**src/rtl/sdio_blkseq.sv**
```systemverilog
// Ping-pong FIFO block sequencer: one engine request per block, FIFOs alternate A/B.
// Latency: SEL->o_dat_stb 1 cycle; done->next o_dat_stb 2 cycles; stalls in SEL until the next FIFO is usable.
module sdio_blkseq #(
  parameter int LGNBLK    = 16,
  parameter int LGTIMEOUT = 26
) (
  input  logic              i_clk,
  input  logic              i_reset_n,
  input  logic              i_start,
  input  logic              i_dir,
  input  logic [LGNBLK-1:0] i_nblk,
  input  logic              i_abort,
  input  logic [1:0]        i_host_rel,
  output logic              o_dat_stb,
  output logic              o_dat_fifo,
  input  logic              i_dat_done,
  input  logic              i_dat_err,
  output logic              o_dat_abort,
  output logic [1:0]        o_fifo_valid,
  output logic [1:0]        o_host_int,
  output logic              o_busy,
  output logic [1:0]        o_errcode,
  output logic [LGNBLK-1:0] o_blk_rem
);

  typedef enum logic [1:0] {IDLE, SEL, XFER} state_t;

  state_t                 state_q, state_d;
  logic                   dir_q, dir_d;
  logic                   next_q, next_d;
  logic [1:0]             valid_q, valid_d;
  logic [LGTIMEOUT-1:0]   wd_q, wd_d;
  logic                   stb_q, stb_d;
  logic                   dabort_q, dabort_d;
  logic [1:0]             hint_q, hint_d;
  logic                   busy_q, busy_d;
  logic [1:0]             err_q, err_d;
  logic [LGNBLK-1:0]      rem_q, rem_d;

  logic [1:0] usable, owned, rel;

  always_comb begin
    state_d  = state_q;
    dir_d    = dir_q;
    next_d   = next_q;
    wd_d     = wd_q;
    stb_d    = 1'b0;
    dabort_d = 1'b0;
    hint_d   = 2'b00;
    busy_d   = busy_q;
    err_d    = err_q;
    rem_d    = rem_q;

    usable = dir_q ? valid_q : ~valid_q;
    // The FIFO the engine is working on cannot be handed back by the host.
    owned  = (state_q == XFER) ? (2'b01 << next_q) : 2'b00;
    rel    = i_host_rel & ~owned;
    valid_d = dir_q ? (valid_q | rel) : (valid_q & ~rel);

    case (state_q)
      IDLE: begin
        dir_d = i_dir;
        if (i_start) begin
          rem_d   = (i_nblk == '0) ? LGNBLK'(1) : i_nblk;
          next_d  = 1'b0;
          err_d   = 2'b00;
          busy_d  = 1'b1;
          state_d = SEL;
        end
      end
      SEL: begin
        if (i_abort) begin
          err_d   = 2'b11;
          valid_d = 2'b00;
          busy_d  = 1'b0;
          state_d = IDLE;
        end else if (usable[next_q]) begin
          stb_d   = 1'b1;
          wd_d    = '1;
          state_d = XFER;
        end
      end
      XFER: begin
        if (i_abort) begin
          dabort_d = 1'b1;
          err_d    = 2'b11;
          valid_d  = 2'b00;
          busy_d   = 1'b0;
          state_d  = IDLE;
        end else if (i_dat_done) begin
          if (i_dat_err) begin
            err_d   = 2'b01;
            busy_d  = 1'b0;
            state_d = IDLE;
          end else begin
            valid_d[next_q] = ~dir_q;
            hint_d[next_q]  = 1'b1;
            rem_d           = rem_q - LGNBLK'(1);
            next_d          = ~next_q;
            if (rem_q == LGNBLK'(1)) begin
              busy_d  = 1'b0;
              state_d = IDLE;
            end else begin
              state_d = SEL;
            end
          end
        end else if (wd_q == '0) begin
          dabort_d = 1'b1;
          err_d    = 2'b10;
          busy_d   = 1'b0;
          state_d  = IDLE;
        end else begin
          wd_d = wd_q - LGTIMEOUT'(1);
        end
      end
      default: state_d = IDLE;
    endcase
  end

  always_ff @(posedge i_clk or negedge i_reset_n) begin
    if (!i_reset_n) begin
      state_q  <= IDLE;
      dir_q    <= 1'b0;
      next_q   <= 1'b0;
      valid_q  <= 2'b00;
      wd_q     <= '0;
      stb_q    <= 1'b0;
      dabort_q <= 1'b0;
      hint_q   <= 2'b00;
      busy_q   <= 1'b0;
      err_q    <= 2'b00;
      rem_q    <= '0;
    end else begin
      state_q  <= state_d;
      dir_q    <= dir_d;
      next_q   <= next_d;
      valid_q  <= valid_d;
      wd_q     <= wd_d;
      stb_q    <= stb_d;
      dabort_q <= dabort_d;
      hint_q   <= hint_d;
      busy_q   <= busy_d;
      err_q    <= err_d;
      rem_q    <= rem_d;
    end
  end

  assign o_dat_stb    = stb_q;
  assign o_dat_fifo   = next_q;
  assign o_dat_abort  = dabort_q;
  assign o_fifo_valid = valid_q;
  assign o_host_int   = hint_q;
  assign o_busy       = busy_q;
  assign o_errcode    = err_q;
  assign o_blk_rem    = rem_q;

endmodule

```
**config.mk**
```make
export PLATFORM = sky130hd
export DESIGN_NAME = sdio_blkseq
export DESIGN_NICKNAME = d
export VERILOG_FILES = /design/src/rtl/sdio_blkseq.sv
export SDC_FILE = /design/constraint.sdc
export NUM_CORES = 1
export LEC_CHECK = 0
export ABC_AREA = 0
export CAP_MARGIN = 20
export CORE_MARGIN = 4
export CORE_UTILIZATION = 43
export DETAILED_ROUTE_END_ITERATION = 16
export PLACE_DENSITY = 0.64
export SYNTH_ARGS = -nofsm -noshare
export SYNTH_HDL_FRONTEND = slang
export SYNTH_SLANG_ARGS = --single-unit
```
**constraint.sdc**
```tcl
create_clock -name i_clk -period 3.1 [get_ports i_clk]
set_clock_uncertainty 0.05 [all_clocks]
set_input_delay 0.62 -clock i_clk [delete_from_list [all_inputs] [get_ports i_clk]]
set_output_delay 0.62 -clock i_clk [all_outputs]
set_load 0.01 [all_outputs]
```
==> impl_metrics.ini, run 1 <==
[setup_path]
end_kind = register
r2r_start = wd_q[14]$_DFFE_PN0P_
path_max_fanout = 12
worst_ep_arrival_time_ns = 2.83
crit_required_ns = 3.25
crit_type = reg -> reg
critPathLaunch = wd_q[14]$_DFFE_PN0P_
critPathLaunchType = register

[layout]
antennaDiodeCount = 0
nNetsFinal = 471
layout-drive-gt1-share_pct = 9.091
seqCellArea_um2 = 1376
final_cells = 542
fill_cells = 747
multi_input_area_um2 = 1974
syn2layout_area_growth_pct = 19.30

[synth]
synth_most_common_cell = dfrtp_1
yosysTopAreaCellShare_pct = 38.95
ys_dominant_reg_cell = dfrtp_1
ys_async_sr_fraction_pct = 100.0
syn_area_um2 = 3533
synth.area.top_cells = dfrtp_1 39%, mux2i_1 4.0%, o21ai_0 3.3%
synthTopCellsByCount = 55 x dfrtp_1, 24 x nor2_1, 23 x o21ai_0, 22 x nor3_1
yosysTopAreaCell = dfrtp_1
yosysUniqueCellTypes = 65
synth-seq-cells = 55
yosys_warnings = 0
avgSynthCellArea_um2 = 9.037
synth-edff-count = 0
seq_area_frac_synth_pct = 38.95
postSynthCellCount = 391
syn_nets = 423

[sta]
fin_hold_ws_ns = 0.1555
relSlewSlack_pct = 46.76
setup_tns_ns = 0
rsz0062_at_grt = false
timing_worst_slew_pin_value_ns = 0.7952
period_share_pct = 86.68
finalHoldViolCount = 0
drv_slew = 0
setup_viol = 0
min_period_ns = 2.687
fmax_mhz = 372.2

[power]
leakagePower_nw = 1.513
p_int_w = 0.001901
p_seq_share_pct = 35.9
p_sw_w = 0.001434
combPwrFrac_pct = 51.3
ir_drop_v = 0.0002181
clockPowerShare_pct = 12.8
power.density_nw_per_um2 = 791.1
switching_share_pct = 43.01

[die]
row_count = 32
initial_core_util_pct = 45.03
io_pins = 51
dieArea_um2 = 9732
core_um2 = 7848
die_width_um = 98.65
die_y_um = 98.65

[clock_network]
cts.repair.resized = 0
ctsHoldBuffers = 0
cts_buffers = 5
cts_tree = yes
path_clk_slew_ns = 0.11
post_cts_buffers = 0
htreeDepth = 2
clockBufferDepth = 2
clk_latency_ns = 0.31
cts_sinks = 55
root_buffer = clkbuf_8

[routing]
drtPass1Iterations = 4
routed_via_density = 6.057
routed_wl_mm = 9.503
drt_iter0_drc = 176
ant_nets = 0
num_vias = 3283
drc_errors = 0
detail_route.wl_per_cell_um = 17.53

[placement]
dp_hpwl_mm = 7.194
place.gp.congestion = 0.9251
place_inst = 534
port_buffers = 50

[flow_run]
maxCapViolCount = 0

[global_route]
grt_pass1_vias = 3102
grt_max_degree = 23
overflow = 0
antenna_found_initial = 0
grt_pass1_wl_mm = 16.10
grt_usage_pct = 20.04

[run_status]
outcome = finished, final reports clean

[hold_path]
hp-class = in -> async
[through the flow]
step                instance area (µm²)  util, %  setup slack (ns)  total power [W]
floorplan                          3533        -            0.6089         0.002224
global placement                   4120    52.50            0.2897         0.002873
detailed placement                 4120    52.50            0.2288         0.002914
CTS                                4215    53.71            0.4161         0.003351
global route                       4215    53.71            0.1824         0.003601
finish                             4215    53.71            0.4130         0.003335
[placed cells by master (no fill, tap or decap), types with 10 or more instances in the layout]
cell type,n
nand2_1,20
nor3_1,22
o21ai_0,23
clkdlybuf4s50_1,49
nor4_1,14
or3_1,12
nand3_1,20
a31oi_1,10
dfrtp_1,55
buf_4,12
inv_1,15
a21oi_1,12
mux2i_1,14
nor2_1,24
[power by group through the flow]
| stage | clock network [W] | logic, W | registers (W) |
|---|---|---|---|
| 2_1_floorplan | 0 | 0.00105 | 0.00118 |
| 3_3_place_gp | 0 | 0.00167 | 0.00120 |
| 3_5_place_dp | 0 | 0.00171 | 0.00121 |
| 4_1_cts | 0.000444 | 0.00171 | 0.00119 |
| 5_1_grt | 0.000478 | 0.00188 | 0.00124 |
| 6_report | 0.000428 | 0.00171 | 0.00120 |
[path summary, 6_finish.rpt]
kind | to | slack [ns] | depth (start not counted)
max | wd_q[24]$_DFFE_PN0P_ | 0.41 | 5
min | wd_q[3]$_DFFE_PN0P_ | 0.16 | 1
max reg2reg | wd_q[24]$_DFFE_PN0P_ | 0.41 | 5
min reg2reg | o_errcode[1]$_DFFE_PN0P_ | 0.47 | 1
max in group asynchronous | wd_q[8]$_DFFE_PN0P_ | 2.19 | 2
min in group i_clk | o_errcode[1]$_DFFE_PN0P_ | 0.47 | 1
[logic make-up after synthesis]
family | Yosys count | share of synthesized area [%]
XOR/XNOR | 1 | 0.2479
adder cells (fa/ha/maj) | 7 | 2.479
multiplexers | 20 | 5.878
AND/OR/NAND/NOR | 181 | 30.38
buffers and inverters | 36 | 5.170
flip-flops | 55 | 38.95
AO/OA/AOI/OAI | 91 | 16.89
[flip-flops by register name (all words and copies together), names as in the netlist]
name          count
o_host_int        2
o_dat_stb         1
o_dat_fifo        1
o_dat_abort       1
state_q           2
wd_q             26
o_busy            1
dir_q             1
o_fifo_valid      2
o_blk_rem        16
o_errcode         2
[final cells by class]
cell class | instances | share of cell area [%]
Tap cell | 102 | 3.028
Clock inverter | 1 | 0.2078
Timing Repair Buffer | 62 | 13.89
Clock buffer | 7 | 2.048
Sequential cell | 55 | 32.65
Inverter | 15 | 1.336
Multi-Input combinational cell | 300 | 46.84
[worst max-delay path, cell delays in order (launching register included)]
cell,delay (ns)
dfrtp_1,0.41
or4_4,0.56
or2_1,0.36
o211ai_1,0.71
nor3_1,0.10
or3b_1,0.37
[routing by layer]
metal	vias to the layer above	global-route usage (%)	routed length [µm]
met5	-	0	0
met1	1569	28.57	4317
met3	12	3.539	604
met2	112	31.88	4457
met4	0	4.622	125
li1	1590	-	-
No activity file was read; power rests on OpenSTA's default activity.
==> run 2, diff against run 1 <==
Clock period 3.1 ns to 3 ns, I/O delays scaled along.
==> run 2 against run 1 <==
Die area unchanged. Global-route usage down 0.059 points. Final cell count up 0.55%. Utilization up 0.81 points. Register-to-register slack worse by 0.09 ns. Critical path type unchanged. Highest routed layer unchanged.
==> impl_metrics.ini, run 2 (synthesis gave the netlist of run 1 again) <==
[clock_network]
cts_buffers = 5
htreeDepth = 2
cts_tree = yes
root_buffer = clkbuf_8
path_clk_slew_ns = 0.11
clockBufferDepth = 2
ctsHoldBuffers = 0
post_cts_buffers = 0
cts.repair.resized = 0
cts_sinks = 55
clk_latency_ns = 0.32

[sta]
drv_slew = 0
fin_ws_ns = 0.3262
rsz0062_at_grt = false
timing_worst_slew_pin_value_ns = 0.7680
setup_viol = 0
relSlewSlack_pct = 48.57
fmax_mhz = 374.0
finalHoldViolCount = 0
period_share_pct = 89.13
setup_tns_ns = 0
min_period_ns = 2.674

[layout]
mostFrequentLayoutCell = dfrtp_1
layout-drive-gt1-share_pct = 9.932
antennaDiodeCount = 0
top_register = wd_q
final_cells = 545
nNetsFinal = 474
final_cell_mix = 55 x dfrtp_1, 49 x clkdlybuf4s50_1, 24 x nor2_1
syn2layout_area_growth_pct = 21.10
largest_reg_flops = 26
post-route-cell-area_um2 = 4279

[placement]
place.gp.congestion = 0.8718
dp_slack_ns = 0.2536
place_inst = 537
dp_hpwl_mm = 7.024
port_buffers = 50
placed_area_um2 = 4143

[setup_path]
r2r_start = wd_q[12]$_DFFE_PN0P_
crit_required_ns = 3.16
worst_ep_arrival_time_ns = 2.84
end_kind = register
cp_cell_sequence = or4_4 > or2_1 > o211ai_1 > nor3_1 > or3b_1
max_stage_delay_ns = 0.69
path_max_fanout = 12
rrSetupSlack_ns = 0.33
cp_top_family = simple AND/OR/NAND/NOR gates
cpMaxStageDelayCell = o211ai_1
crit_type = reg -> reg
r2r-end = wd_q[24]$_DFFE_PN0P_
critPathLaunchType = register
reg2reg_depth = 5
crit_buf_inv = 0

[routing]
routed_via_density = 6.072
drtPass1Iterations = 4
top_layer = met4
drc_errors = 0
wl_met2_mm = 4.436
wl_met3_um = 515
drt_iter0_drc = 155
met1Wirelength_mm = 4.396
routed_wl_mm = 9.555
num_vias = 3309
detail_route.wl_per_cell_um = 17.53
ant_nets = 0

[die]
initial_core_util_pct = 45.03
dieArea_um2 = 9732
io_pins = 51
die_width_um = 98.65
row_count = 32
die_y_um = 98.65
core_um2 = 7848

[global_route]
antenna_found_initial = 0
overflow = 0
grt_usage_pct = 19.99
grt_pass1_wl_mm = 15.90
grt_pass1_vias = 3144
grt_max_degree = 41

[run_status]
outcome = finished, final reports clean

[power]
power.density_nw_per_um2 = 850.7
leakagePower_nw = 1.543
ir_drop_v = 0.0002833
finalPower_w = 0.003640

[hold_path]
hp-class = in -> async

[flow_run]
maxCapViolCount = 0
## run 2: cell count changes in the layout (fill, tap and decap cells not counted)
cell / previous run / this run
buf_4: 12 / 15
bufinv_16: 0 / 2
clkbuf_1: 1 / 0
clkbuf_8: 6 / 5
clkinv_4: 1 / 0
clkinvlp_4: 0 / 1
## run 2: worst reg2reg max path, delay by kind of cell (launching register included)
family | cells | cell delay (ns)
AND/OR/NAND/NOR | 4 | 1.37
AO/OA/AOI/OAI | 1 | 0.69
flip-flops | 1 | 0.46
## run 2: how the worst max path moves through the flow
| stage | from | end | slack, ns | depth (start not counted) |
|---|---|---|---|---|
| after CTS | wd_q[14]$_DFFE_PN0P_ | wd_q[24]$_DFFE_PN0P_ | 0.35 | 5 |
| after detailed placement | i_dat_done | wd_q[24]$_DFFE_PN0P_ | 0.25 | 5 |
| after global routing | wd_q[12]$_DFFE_PN0P_ | wd_q[24]$_DFFE_PN0P_ | 0.15 | 5 |
| final | wd_q[12]$_DFFE_PN0P_ | wd_q[24]$_DFFE_PN0P_ | 0.33 | 5 |
| after global placement | i_abort | o_blk_rem[7]$_DFFE_PN0P_ | 0.24 | 6 |
| after floorplan | o_dat_fifo$_DFFE_PN0P_ | wd_q[13]$_DFFE_PN0P_ | 0.51 | 6 |
## run 2: layout make-up
cell class	count	area, µm²
tap	102	127.6
timing repair buffer	65	608.1
clock inverter	3	67.56
fill	746	3568
multi-input combinational	300	1974
clock buffer	5	68.82
sequential	55	1376
inverter	15	56.30
## run 2: per-layer routing
metal,GRT usage [%],vias up
li1,-,1592
met1,27.68,1569
met2,31.93,129
met3,3.185,19
met4,6.723,0
met5,0,-
## run 2: stage by stage
| step | hold WS (ns) | utilization [%] |
|---|---|---|
| 4_1_cts | 0.1377 | 54.53 |
| 2_1_floorplan | 0.2544 | - |
| 6_report | 0.1254 | 54.53 |
| 3_5_place_dp | 0.4496 | 52.79 |
| 5_1_grt | 0.1480 | 54.53 |
| 3_3_place_gp | 0.4460 | 52.79 |
## run 2: power by group
group	leakage, nW	switching, W	internal [W]
clock	0.0644	0.000269	0.000333
combinational	0.892	0.000950	0.000848
sequential	0.587	0.000293	0.000947
==> run 3, diff against run 2 <==
Settings changed: CORE_MARGIN 4 to 8, PLACE_DENSITY 0.64 to 0.65.
==> run 3 against run 2 <==
Register-to-register slack worse by 0.08 ns. Fmax down 3.0%. Via count down 1.4%. Setup slack worse by 0.083 ns. Critical path depth unchanged. Sequential cell count unchanged. Sequential power about the same. Utilization down 2.3 points. Power down 5.1%. Count of clock-buffer cells in the layout up 2. Hold slack better by 0.22 ns. Final cell count unchanged. Largest cell class unchanged.
==> impl_metrics.ini, run 3 (synthesis gave the netlist of run 1 again) <==
[clock_network]
cts_tree = yes
cts_buffers = 5
cts.repair.resized = 0
htreeDepth = 2
cts_sinks = 55
clk_latency_ns = 0.32
root_buffer = clkbuf_8
post_cts_buffers = 0
ctsHoldBuffers = 0
path_clk_slew_ns = 0.10
clockBufferDepth = 2

[power]
power.density_nw_per_um2 = 817.5
p_sw_w = 0.001468
clockPowerShare_pct = 13.5
leakagePower_nw = 1.514
switching_share_pct = 42.48
ir_drop_v = 0.0002418
p_seq_share_pct = 35.7
p_int_w = 0.001988
combPwrFrac_pct = 50.8

[routing]
routed_wl_mm = 9.389
drt_iter0_drc = 104
num_vias = 3262
drc_errors = 0
ant_nets = 0
detail_route.wl_per_cell_um = 17.23
routed_via_density = 5.985
drtPass1Iterations = 5

[global_route]
grt_pass1_vias = 3098
antenna_found_initial = 0
grt_pass1_wl_mm = 15.60
grt_usage_pct = 16.64
overflow = 0
grt_max_degree = 56

[setup_path]
rrSetupSlack_ns = 0.24
r2r-end = wd_q[24]$_DFFE_PN0P_
cp_cell_sequence = or4_4 > or2_1 > o211ai_1 > nor3_1 > or3b_1
r2r_start = wd_q[14]$_DFFE_PN0P_
crit_required_ns = 3.15
cpMaxStageDelayCell = o211ai_1
critPathLaunchType = register
path_max_fanout = 12
end_kind = register
endpoint = wd_q[24]$_DFFE_PN0P_
worst_ep_arrival_time_ns = 2.91
reg2reg_depth = 5
critPathLaunch = wd_q[14]$_DFFE_PN0P_
crit_type = reg -> reg
max_stage_delay_ns = 0.74

[layout]
syn2layout_area_growth_pct = 19.65
final_cell_mix = 55 x dfrtp_1, 49 x clkdlybuf4s50_1, 24 x nor2_1
largest_reg_flops = 26
top_register = wd_q
antennaDiodeCount = 0
fill_cells = 773
post-route-cell-area_um2 = 4228
mostFrequentLayoutCell = dfrtp_1
layout-drive-gt1-share_pct = 9.318
nNetsFinal = 471

[sta]
timing_worst_slew_pin_value_ns = 0.8442
min_period_ns = 2.756
rsz0062_at_grt = false
finalHoldViolCount = 0
period_share_pct = 91.88
setup_viol = 0
setup_tns_ns = 0
relSlewSlack_pct = 43.47
fmax_mhz = 362.8
drv_slew = 0

[die]
io_pins = 51
row_count = 33
initial_core_util_pct = 43.66
core_um2 = 8093
dieArea_um2 = 11370
die_y_um = 106.7
die_width_um = 106.7

[flow_run]
maxCapViolCount = 0

[hold_path]
hp-class = in -> async

[run_status]
outcome = finished, final reports clean

[placement]
port_buffers = 50
dp_hpwl_mm = 6.903
placed_area_um2 = 4124
place.gp.congestion = 0.8314
[run 3: changes by cell type in the layout (fill, tap and decap cells not counted), sizes merged]
cell | previous run | this run
buf | 16 | 13
bufinv | 2 | 0
clkbuf | 5 | 7
[run 3: how the worst min path moves through the flow]
stage,from,to,depth (start not counted)
final,i_reset_n,o_errcode[1]$_DFFE_PN0P_,2
after global placement,o_errcode[1]$_DFFE_PN0P_,o_errcode[1]$_DFFE_PN0P_,1
after detailed placement,o_errcode[1]$_DFFE_PN0P_,o_errcode[1]$_DFFE_PN0P_,1
after global routing,i_reset_n,o_errcode[1]$_DFFE_PN0P_,2
after CTS,i_reset_n,o_errcode[1]$_DFFE_PN0P_,2
after floorplan,i_reset_n,dir_q$_DFFE_PN0P_,0
[run 3: final cells by class]
cell class              count  area, µm²  share of cell area [%]
flip-flops and latches     55       1376                   32.55
multi-input cells         300       1974                   46.70
well taps                 105      131.4                   3.107
clock inverters             1      7.507                  0.1776
repair buffers             62      585.6                   13.85
clock buffers               7      96.34                   2.279
inverters                  15      56.30                   1.332
[run 3: critical path: cells and delay by family, from the launching register on]
| kind | cells | cell delay, ns |
|---|---|---|
| and+or+nand+nor | 4 | 1.43 |
| DFF | 1 | 0.42 |
| AOI/OAI and AO/OA | 1 | 0.74 |
[run 3: through the flow]
stage | cells | total power, W | hold WS (ns) | util, % | worst slack [ns]
after floorplan | 391 | 0.002298 | 0.2544 | - | 0.5089
after global placement | 537 | 0.002968 | 0.4397 | 50.96 | 0.2193
after detailed placement | 537 | 0.003004 | 0.4484 | 50.96 | 0.1858
after CTS | 545 | 0.003468 | 0.3843 | 52.24 | 0.2673
after global routing | 545 | 0.003716 | 0.4210 | 52.24 | 0.1078
final | 545 | 0.003456 | 0.3504 | 52.24 | 0.2436
[run 3: per-layer routing]
metal	track usage, %	wire, µm
met3	3.359	539
met1	22.27	4369
met4	5.226	116
met2	26.38	4364
met5	0	0
[run 3: power by group through the flow]
stage	sequential, W	clock [W]	combinational (W)
6_report	0.00124	0.000466	0.00176
3_5_place_dp	0.00125	0	0.00176
2_1_floorplan	0.00121	0	0.00108
5_1_grt	0.00127	0.000500	0.00194
4_1_cts	0.00123	0.000476	0.00176
3_3_place_gp	0.00124	0	0.00173
